===== src/rtl/traffic_phase_controller.sv =====
// Traffic phase controller: rotates NUM_PHASES conflicting approaches through
// GREEN -> AMBER -> ALLRED, with per-phase pedestrian walk service and an
// optional protected-left phase for phase 0 (enabled by LEFT_TURN_PHASE_EN).
module traffic_phase_controller #(
  parameter int NUM_PHASES = 2,
  parameter int TICK_DIV   = 27000000,
  parameter int GREEN_S    = 10,
  parameter int AMBER_S    = 3,
  parameter int ALLRED_S   = 1,
  parameter int WALK_S     = 4,
  parameter int FLASH_S    = 4,
  parameter int LEFT_S     = 5
) (
  input  logic                  clk_27,
  input  logic                  reset,
  input  logic                  debug,
  input  logic [NUM_PHASES-1:0] walk_request,
  input  logic                  left_turn_request,
  output logic [NUM_PHASES-1:0] green,
  output logic [NUM_PHASES-1:0] amber,
  output logic [NUM_PHASES-1:0] red,
  output logic [NUM_PHASES-1:0] walk,
  output logic [NUM_PHASES-1:0] dont_walk,
  output logic                  left_arrow,
  output logic [NUM_PHASES-1:0] walk_waiting,
  output logic [1:0]            phase,
  output logic [1:0]            state
);

  localparam int PW = $clog2(TICK_DIV + 1);
  localparam int DW = 16;

  typedef enum logic [1:0] {
    ALLRED = 2'd0,
    GREEN  = 2'd1,
    AMBER  = 2'd2,
    LEFT   = 2'd3
  } state_t;

  state_t                state_q, state_nxt;
  logic [1:0]            phase_q, phase_nxt;
  logic [PW-1:0]         presc_q;
  logic [DW-1:0]         dur_q;
  logic [DW-1:0]         elapsed;
  logic                  tick;
  logic                  entry;
  logic                  served_q;
  logic                  left_pend;
  logic [NUM_PHASES-1:0] nxt_onehot;

  function automatic logic [DW-1:0] dur_of(input state_t s);
    case (s)
      GREEN:   dur_of = DW'(GREEN_S);
      AMBER:   dur_of = DW'(AMBER_S);
      LEFT:    dur_of = DW'(LEFT_S);
      default: dur_of = DW'(ALLRED_S);
    endcase
  endfunction

  assign tick    = debug || (presc_q == PW'(TICK_DIV - 1));
  assign elapsed = DW'(GREEN_S) - dur_q;
  assign state   = state_q;
  assign phase   = phase_q;

  // Next-state decode and lamp outputs from the current state.
  always_comb begin
    state_nxt  = state_q;
    phase_nxt  = phase_q;
    entry      = 1'b0;
    nxt_onehot = '0;
    green      = '0;
    amber      = '0;
    red        = '1;
    walk       = '0;
    dont_walk  = '1;
    if (tick && dur_q == DW'(1)) begin
      entry = 1'b1;
      case (state_q)
        GREEN:   state_nxt = AMBER;
        AMBER:   state_nxt = ALLRED;
        ALLRED: begin
          phase_nxt = (phase_q == 2'(NUM_PHASES - 1)) ? 2'd0 : phase_q + 2'd1;
          state_nxt = (phase_nxt == 2'd0 && left_pend) ? LEFT : GREEN;
        end
        default: state_nxt = GREEN;
      endcase
    end
    for (int i = 0; i < NUM_PHASES; i++) begin
      nxt_onehot[i] = (phase_nxt == 2'(i));
      green[i]      = (state_q == GREEN) && (phase_q == 2'(i));
      amber[i]      = (state_q == AMBER) && (phase_q == 2'(i));
      red[i]        = !(green[i] || amber[i]);
      if (green[i] && served_q) begin
        if (elapsed < DW'(WALK_S)) begin
          walk[i]      = 1'b1;
          dont_walk[i] = 1'b0;
        end else if (elapsed < DW'(WALK_S + FLASH_S)) begin
          // Flash starts lit on the first tick after walk, then alternates.
          dont_walk[i] = (elapsed[0] == 1'(WALK_S % 2));
        end
      end
    end
  end

  // State, phase, prescaler and duration counter; prescaler restarts on entry.
  always_ff @(posedge clk_27) begin
    if (reset) begin
      state_q <= ALLRED;
      phase_q <= 2'(NUM_PHASES - 1);
      dur_q   <= DW'(ALLRED_S);
      presc_q <= '0;
    end else begin
      state_q <= state_nxt;
      phase_q <= phase_nxt;
      if (entry) begin
        dur_q   <= dur_of(state_nxt);
        presc_q <= '0;
      end else if (tick) begin
        dur_q   <= dur_q - DW'(1);
        presc_q <= '0;
      end else begin
        presc_q <= presc_q + PW'(1);
      end
    end
  end

  // Walk latching; the decision to serve a phase is frozen at its GREEN entry.
  always_ff @(posedge clk_27) begin
    if (reset) begin
      walk_waiting <= '0;
      served_q     <= 1'b0;
    end else if (entry && state_nxt == GREEN) begin
      served_q     <= |((walk_waiting | walk_request) & nxt_onehot);
      walk_waiting <= (walk_waiting | walk_request) & ~nxt_onehot;
    end else begin
      walk_waiting <= walk_waiting | walk_request;
    end
  end

`ifdef LEFT_TURN_PHASE_EN
  // Pending protected-left request; consumed when LEFT is entered.
  always_ff @(posedge clk_27) begin
    if (reset) begin
      left_pend <= 1'b0;
    end else if (entry && state_nxt == LEFT) begin
      left_pend <= 1'b0;
    end else if (left_turn_request) begin
      left_pend <= 1'b1;
    end
  end

  assign left_arrow = (state_q == LEFT);
`else
  logic unused_left_req;
  assign unused_left_req = left_turn_request;
  assign left_pend       = 1'b0;
  assign left_arrow      = 1'b0;
`endif

endmodule


===== config.mk =====
export PLATFORM = sky130hd
export DESIGN_NAME = traffic_phase_controller
export DESIGN_NICKNAME = d
export VERILOG_FILES = /design/src/rtl/traffic_phase_controller.sv
export SDC_FILE = /design/constraint.sdc
export NUM_CORES = 1
export LEC_CHECK = 0
export ABC_CLOCK_PERIOD_IN_PS = 2640
export CELL_PAD_IN_SITES_DETAIL_PLACEMENT = 0
export CELL_PAD_IN_SITES_GLOBAL_PLACEMENT = 1
export CORE_MARGIN = 5
export CORE_UTILIZATION = 39
export CTS_CLUSTER_DIAMETER = 30
export DETAILED_ROUTE_END_ITERATION = 12
export GPL_ROUTABILITY_DRIVEN = 0
export PLACE_DENSITY = 0.75
export SLEW_MARGIN = 30
export SYNTH_ARGS = -nofsm -noshare
export SYNTH_HDL_FRONTEND = slang
export SYNTH_SLANG_ARGS = --single-unit

===== constraint.sdc =====
create_clock -name clk_27 -period 2.64 [get_ports clk_27]
set_input_delay 0.396 -clock clk_27 [delete_from_list [all_inputs] [get_ports clk_27]]
set_output_delay 0.396 -clock clk_27 [all_outputs]
set_load 0.05 [all_outputs]

== Word level (Yosys, flattened, before mapping) ==
Index checks and enable logic that the tools add are counted.

* Bits in registers: 48
* Input port bits: 6
* Output and inout port bits: 17
* Word-level logic and storage cells: 62

* Add/subtract/negate cells: 4
* Order comparisons: 2
* Eq/ne operators: 9
* Mux-type cells: 17
* Bitwise operators: 5
* Reduce and logical (&&, ||, !) cells: 19

{| class="wikitable"
|+ Operators with widths
! cell !! count
|-
| $mux W16 || 2
|-
| $add A25 B1 Y25 const B || 1
|-
| $eq A25 B25 Y1 const B || 1
|-
| $eq A16 B1 Y1 const B || 1
|-
| $lt A16 B3 Y1 const B || 1
|-
| $lt A16 B4 Y1 const B || 1
|-
| $sub A16 B1 Y16 const B || 1
|-
| $sub A4 B16 Y16 const A || 1
|-
| $pmux W4 S3 || 1
|-
| $mux W2 || 5
|-
| $eq A2 B1 Y1 const B || 4
|-
| $logic_and A1 B1 Y1 || 8
|-
| $mux W1 || 8
|-
| $eq A2 B2 Y1 const B || 3
|-
| $logic_not A2 Y1 || 3
|-
| $and A2 B2 Y2 || 2
|-
| $pmux W2 S2 || 1
|-
| $logic_or A1 B1 Y1 || 3
|-
| $reduce_or A3 Y1 || 1
|-
| $add A2 B1 Y2 const B || 1
|-
| $logic_not A1 Y1 || 2
|-
| $not A2 Y2 || 1
|-
| $or A2 B2 Y2 || 1
|-
| $reduce_bool A2 Y1 || 1
|-
| other kinds (2) || 2
|}

== Longest topological paths before layout ==
Gate-level depths: netlist (run 1).

* Depth after elaboration: 8
* Mapped depth: 11
* Gate-level depth less buffers: 9

== Worst setup path after synthesis (run 1) ==
No wires, ideal clock.

* Path kind: flip-flop to flip-flop
* From: register dur_q[7]
* To: register dur_q[1]
* Setup time: 0.074 ns
* Arrival time: 2.768 ns
* Data required time: 2.566 ns
* Slack: -0.202 ns
* Stages on the path, launching flop included: 11
* Path buffers: 2
* Period minus slack after synthesis: 2.842 ns
* Cell sequence: dfxtp_1 buf_6 or4_4 buf_6 nor4b_4 nand4b_2 nor2_1 mux2i_1 ha_1 mux2_2 o21ai_0

* Word-level cells in the longest chain between the ends: 6
* Elaborated cells on any way between the ends: 10
* Classes of those cells: eq/ne (4); mux (4); reduce/logical (2)

{| class="wikitable"
|+ Ends and longest elaborated chain
! element !! RTL line !! RTL
|-
| start: declaration || 43 || <nowiki>logic [DW-1:0] dur_q;</nowiki>
|-
| start signal: assignment || 110 || <nowiki>dur_q <= DW'(ALLRED_S);</nowiki>
|-
| start signal: assignment || 116 || <nowiki>dur_q <= dur_of(state_nxt);</nowiki>
|-
| start signal: assignment || 119 || <nowiki>dur_q <= dur_q - DW'(1);</nowiki>
|-
| $eq A16 B1 Y1 (*) || 76 || <nowiki>if (tick && dur_q == DW'(1)) begin</nowiki>
|-
| $logic_and A1 B1 Y1 (*) || 76 ||
|-
| $mux W2 (*) || 76 ||
|-
| via state_nxt[0] || 40 || <nowiki>state_t state_q, state_nxt;</nowiki>
|-
| $eq A2 B2 Y1 / $eq A2 B1 Y1 (equally long branches) || 52 || <nowiki>case (s)</nowiki>
|-
| $pmux W4 S3 (*) || 52 ||
|-
| $mux W16 (*) || 115 || <nowiki>if (entry) begin</nowiki>
|}

The timed path passes the listed nets; every way through them passes the cells marked *.
A chain may end at the register's enable or synchronous reset.

== Worst setup path after layout (run 1) ==
* From: register dur_q[7]
* To: output walk[1]

* Word-level cells in the longest chain between the ends: 4

{| class="wikitable"
|+ Ends and longest elaborated chain
! element !! RTL line !! RTL
|-
| $sub A4 B16 Y16 || 61 || <nowiki>assign elapsed = DW'(GREEN_S) - dur_q;</nowiki>
|-
| $lt A16 B3 Y1 || 94 || <nowiki>if (elapsed < DW'(WALK_S)) begin</nowiki>
|-
| $mux W1 || 94 ||
|-
| $mux W1 || 93 || <nowiki>if (green[i] && served_q) begin</nowiki>
|-
| end: declaration || 22 || <nowiki>output logic [NUM_PHASES-1:0] walk,</nowiki>
|}

Every way passes these cells.

==> results.json, run 1 <==
{
  "cts_max_level": 2,
  "antenna_found_initial": 0,
  "synth_flop_cell": "dfxtp_1",
  "syn_to_final_growth_pct": 34.1,
  "fin_setup_tns_ps": -1210,
  "wl_per_cell_um": 13.7,
  "met3_usage": 0.0288,
  "grt_max_degree": 25,
  "syn_area_mm2": 0.00274,
  "hold_viol": 0,
  "port-buffer-count": 20,
  "syn_nets": 345,
  "dp_hpwl_um": 4730,
  "yosysWarningCount": 0,
  "overflow": 0,
  "drcViolationCount": 0,
  "rsz0062_at_grt": "yes",
  "fp.coreArea_mm2": 0.00683,
  "hold_class": "reg -> reg",
  "rows": 30,
  "power.total_mw": 3.78,
  "violations": "negative setup slack",
  "cts_made_buffers": 5,
  "die-area_mm2": 0.00881,
  "fill_cells": 665,
  "finalHoldWorstSlack_ps": 481,
  "worst_setup_path_end_kind": "output port",
  "ir_drop_v": 0.000776,
  "yosys.area.top_type_share": 0.351,
  "crit_arrival_ps": 2460,
  "dr_total_vias": 2523,
  "power_per_cell_area_mw_per_mm2": 1030,
  "grt_pass1_wl_um": 11300,
  "dr.pass1.iters": 4,
  "grtUsageTotal": 0.157,
  "grt_pass1_vias": 2441,
  "p_leak_nw": 1.37,
  "clockRootBuffer": "clkbuf_8",
  "fin_crit_sh": 1.08,
  "grt.met2_usage": 0.254,
  "start_kind": "flop",
  "critical_path_class": "reg -> out",
  "synth-edff-count": 0,
  "grt.busiest_layer": "met2",
  "setup_slack_ps": -219,
  "critPathMaxFanout": 4,
  "fmax_ghz": 0.350,
  "cts.clk_slew.worst_paths_ps": 90,
  "synth_cells": 329,
  "use_met1": 0.215,
  "drt_iter0_drc": 85,
  "synth_cell_types": 52,
  "status": "finished with violations",
  "syn_avg_cell_area_um2": 8.33,
  "mostFrequentLayoutCells": "46 x nor2_1, 46 x dfxtp_1, 41 x buf_4, 20 x nand2_1, 18 x a21oi_1",
  "detail-route-antenna-nets": 0,
  "pre_cts_ws_ps": -1.18,
  "synthArstFlopShare": 0,
  "final_net_count": 406,
  "avgViaCountPerCell": 5.18,
  "synth_area_leaders": "dfxtp_1 35%, nor2_1 6.4%, xor2_1 4.8%",
  "tightest_slew_ps": 528,
  "clockBufferDepth": 2,
  "clock-sinks": 48,
  "wl_um": 6660,
  "min_period_ps": 2860,
  "ys_ff_latch": 48,
  "cts_tree": "yes",
  "die_w_um": 93.8,
  "critical_path_required_ps": 2240,
  "clk_latency_ps": 310,
  "ios": 23,
  "yosysSeqAreaShare": 0.351,
  "setup_viol": 10,
  "slew-limit-headroom": 0.647,
  "slew_violations": 0,
  "cap_violations": 0,
  "drive_gt1_frac": 0.240,
  "synth_largest_area_cell": "dfxtp_1",
  "start_util": 0.401,
  "die_h_um": 93.8,
  "antennaDiodeCount": 0,
  "fin_worst_skew_ps": 5.13
}
==> sequential cells by signal, indices dropped and copies added (netlist names) <==
register,count
state,2
presc_q,25
walk_waiting,2
served_q,1
phase,2
dur_q,16
==> power by group <==
group	internal [mW]	switching, mW
combinational	1.13	1.18
clock	0.286	0.274
sequential	0.810	0.0979
==> path summary, 6_finish.rpt <==
path                endpoint  cells past startpoint  startpoint  slack (ps)
setup / recovery     walk[1]                      7    dur_q[7]        -220
hold / removal    presc_q[0]                      1  presc_q[0]         480
setup reg to reg    dur_q[3]                     11    dur_q[7]        -160
hold reg to reg   presc_q[0]                      1  presc_q[0]         480
==> routing by layer <==
metal / wire (µm) / up-vias
li1: - / 1301
met1: 3340 / 1190
met2: 3120 / 26
met3: 135 / 6
met4: 55 / 0
met5: 0 / -
==> worst max-delay path: stages, from the launching register on <==
cell	delay [ps]
dfxtp_2	330
or4_4	560
buf_6	150
nor4b_4	290
xnor2_2	120
a2111oi_4	310
and3_4	260
buf_12	130
==> cell usage after synthesis, types with 2 or more instances <==
cell type  instances
xnor2_1           14
xor2_1            15
a311oi_1           2
or4b_1             2
o21a_1             2
a31oi_1            3
and2_1             4
inv_1             13
or4_1              4
o211ai_1           3
buf_4              2
nor3_1            13
buf_6              2
and4_1             4
nand2_1           20
o31ai_1            3
ha_1              10
o21ai_0           15
mux2i_1            5
nand3_1           16
or3_1              9
and3_1             8
a21oi_1           18
clkbuf_1           5
nand4_1            9
o21ai_1            3
buf_2              4
nor4_1             3
o2111ai_1          2
nor2_1            47
dfxtp_1           48
==> layout make-up <==
cell class / instances / area, µm² / share of cell area
flip-flops and latches: 48 / 963 / 0.262
well taps: 96 / 120 / 0.0327
multi-input cells: 255 / 1820 / 0.496
repair buffers: 67 / 603 / 0.164
clock inverters: 3 / 47.5 / 0.0129
clock buffers: 5 / 68.8 / 0.0187
inverters: 13 / 48.8 / 0.0133
==> cell families (layout without fill, tap and decap cells) <==
| family | after synthesis | in the layout | share of synthesized area |
|---|---|---|---|
| xor gates and xnor gates | 29 | 29 | 0.0927 |
| AOI/OAI and AO/OA | 61 | 61 | 0.147 |
| buffers and inverters | 26 | 88 | 0.0456 |
| adders and majority gates | 10 | 10 | 0.0456 |
| muxes | 6 | 6 | 0.0224 |
| other | 1 | 1 | 0.00137 |
| and+or+nand+nor | 148 | 148 | 0.295 |
| DFF | 48 | 48 | 0.351 |
==> what timing repair did <==
| item | CTS | global route |
|---|---|---|
| setup buffers | 9 | 4 |
| pin swaps | 12 | 10 |
| endpoints found under the setup margin | 7 | 13 |
| hold buffers | 0 | 0 |
| resized for setup | 18 | 21 |
==> metrics by stage <==
step,std cells,cell area [µm²],utilization
after floorplan,329,2780,-
after global routing,487,3680,0.538
after CTS,485,3550,0.520
final,487,3680,0.538
after detailed placement,468,3300,0.483
after global placement,468,3300,0.483
(Power assumes the default switching activity.)
==> run 2: changes to the inputs <==
Settings changed: MAX_ROUTING_LAYER from default to met4, SKIP_CTS_REPAIR_TIMING from default to 1.
==> run 2 against run 1 <==
Against the previous run: the flow still finishes with violations (negative setup slack); sequential share of layout area increased by 1.1 points; clock power barely moved; global-route usage down 0.16 points; critical path type unchanged; largest cell class unchanged.
==> results.json, run 2 (same netlist as run 1, synthesis figures left out) <==
{
  "tightest_slew_ps": 523,
  "fin_crit_sh": 1.10,
  "final_cell_area_mm2": 0.00353,
  "slew-limit-headroom": 0.651,
  "start_util": 0.401,
  "rows": 30,
  "cts.clk_slew.worst_paths_ps": 90,
  "p_leak_nw": 1.31,
  "dp_cells": 468,
  "die_h_um": 93.8,
  "drcViolationCount": 0,
  "dr.pass1.iters": 4,
  "post_dp_cell_area_mm2": 0.00330,
  "fill_cells": 674,
  "overflow": 0,
  "fp.coreArea_mm2": 0.00683,
  "clk_latency_ps": 310,
  "antenna_found_initial": 0,
  "cp_num_buf_inv": 1,
  "fmax_ghz": 0.345,
  "slew_violations": 0,
  "regArea_um2": 962,
  "violations": "negative setup slack",
  "wl_per_cell_um": 13.6,
  "grt_pass1_vias": 2357,
  "power_per_cell_area_mw_per_mm2": 985,
  "final_cells": 479,
  "critPathMaxFanout": 4,
  "drive_gt1_frac": 0.209,
  "die_w_um": 93.8,
  "worst_setup_path_end_kind": "output port",
  "ir_drop_v": 0.000685,
  "drt_iter0_drc": 101,
  "critical_path_class": "reg -> out",
  "clock-sinks": 48,
  "mostFrequentLayoutCells": "47 x dfxtp_1, 46 x nor2_1, 38 x buf_4, 20 x nand2_1, 18 x a21oi_1",
  "crit_chain": "ha_2 -> o21ai_2 -> mux2i_1 -> or4_4 -> a2111oi_4 -> and3_4 -> buf_12",
  "grt_max_degree": 25,
  "top_register": "presc_q",
  "avgViaCountPerCell": 5.18,
  "critical_path_required_ps": 2240,
  "fin_setup_tns_ps": -929,
  "multi_input_area_mm2": 0.00176,
  "final_core_util": 0.516,
  "start_kind": "flop",
  "setup_viol": 4,
  "largest_reg_flops": 25,
  "ios": 23,
  "hold_viol": 0,
  "cap_violations": 0,
  "clockBufferDepth": 2,
  "syn_to_final_growth_pct": 28.7,
  "cts_made_buffers": 5,
  "grtUsageTotal": 0.156,
  "wl_um": 6520,
  "final_net_count": 398,
  "crit_arrival_ps": 2500,
  "setup_slack_ps": -256,
  "reg_top3": "presc_q (25), dur_q (16)",
  "die-area_mm2": 0.00881,
  "dr_total_vias": 2480,
  "cts_max_level": 2,
  "fin_worst_skew_ps": 5.26,
  "rsz0062_at_grt": "yes",
  "port-buffer-count": 20,
  "clockRootBuffer": "clkbuf_8",
  "grt_pass1_wl_um": 10800,
  "max_stage_delay_ps": 510,
  "status": "finished with violations",
  "cts_tree": "yes",
  "crit_family": "simple AND/OR/NAND/NOR gates",
  "cpMaxStageDelayCell": "or4_4",
  "final_common_cell": "dfxtp_1",
  "antennaDiodeCount": 0,
  "pre_cts_ws_ps": -1.18,
  "min_period_ps": 2900,
  "dp_hpwl_um": 4730,
  "detail-route-antenna-nets": 0,
  "hold_class": "reg -> reg"
}
[run 2: area by class of cell]
class,count,area share
clock buffers,5,0.0195
flip-flops and latches,48,0.273
multi-input cells,255,0.498
repair buffers,59,0.149
clock inverters,3,0.0135
well taps,96,0.0341
inverters,13,0.0138
[run 2: power breakdown]
group	internal (mW)	total, mW	switching, mW
clock	0.286	0.558	0.272
combinational	0.944	2.02	1.07
sequential	0.809	0.898	0.0893
total	2.04	3.47	1.43
[run 2: final timing paths]
check / start / to / slack [ps] / depth (start not counted)
setup reg to reg: dur_q[7] / dur_q[1] / 30 / 9
hold reg to reg: presc_q[0] / presc_q[0] / 480 / 1
setup / recovery: dur_q[0] / walk[1] / -260 / 7
hold / removal: presc_q[0] / presc_q[0] / 480 / 1
[run 2: metrics by stage]
stage                     hold slack [ps]  power [mW]
final                                 481        3.47
after global routing                  523        3.73
after CTS                             487        3.25
after detailed placement              464        2.67
after global placement                455        2.66
after floorplan                       438        2.20
[run 2: metal layers]
layer / vias to the layer above / share of wire / wire [µm] / track usage
met5: - / 0 / 0 / -
met4: 0 / 0.011 / 74 / 0.0469
met3: 7 / 0.019 / 126 / 0.0288
met2: 31 / 0.46 / 3010 / 0.238
met1: 1161 / 0.51 / 3310 / 0.209
li1: 1281 / - / - / -
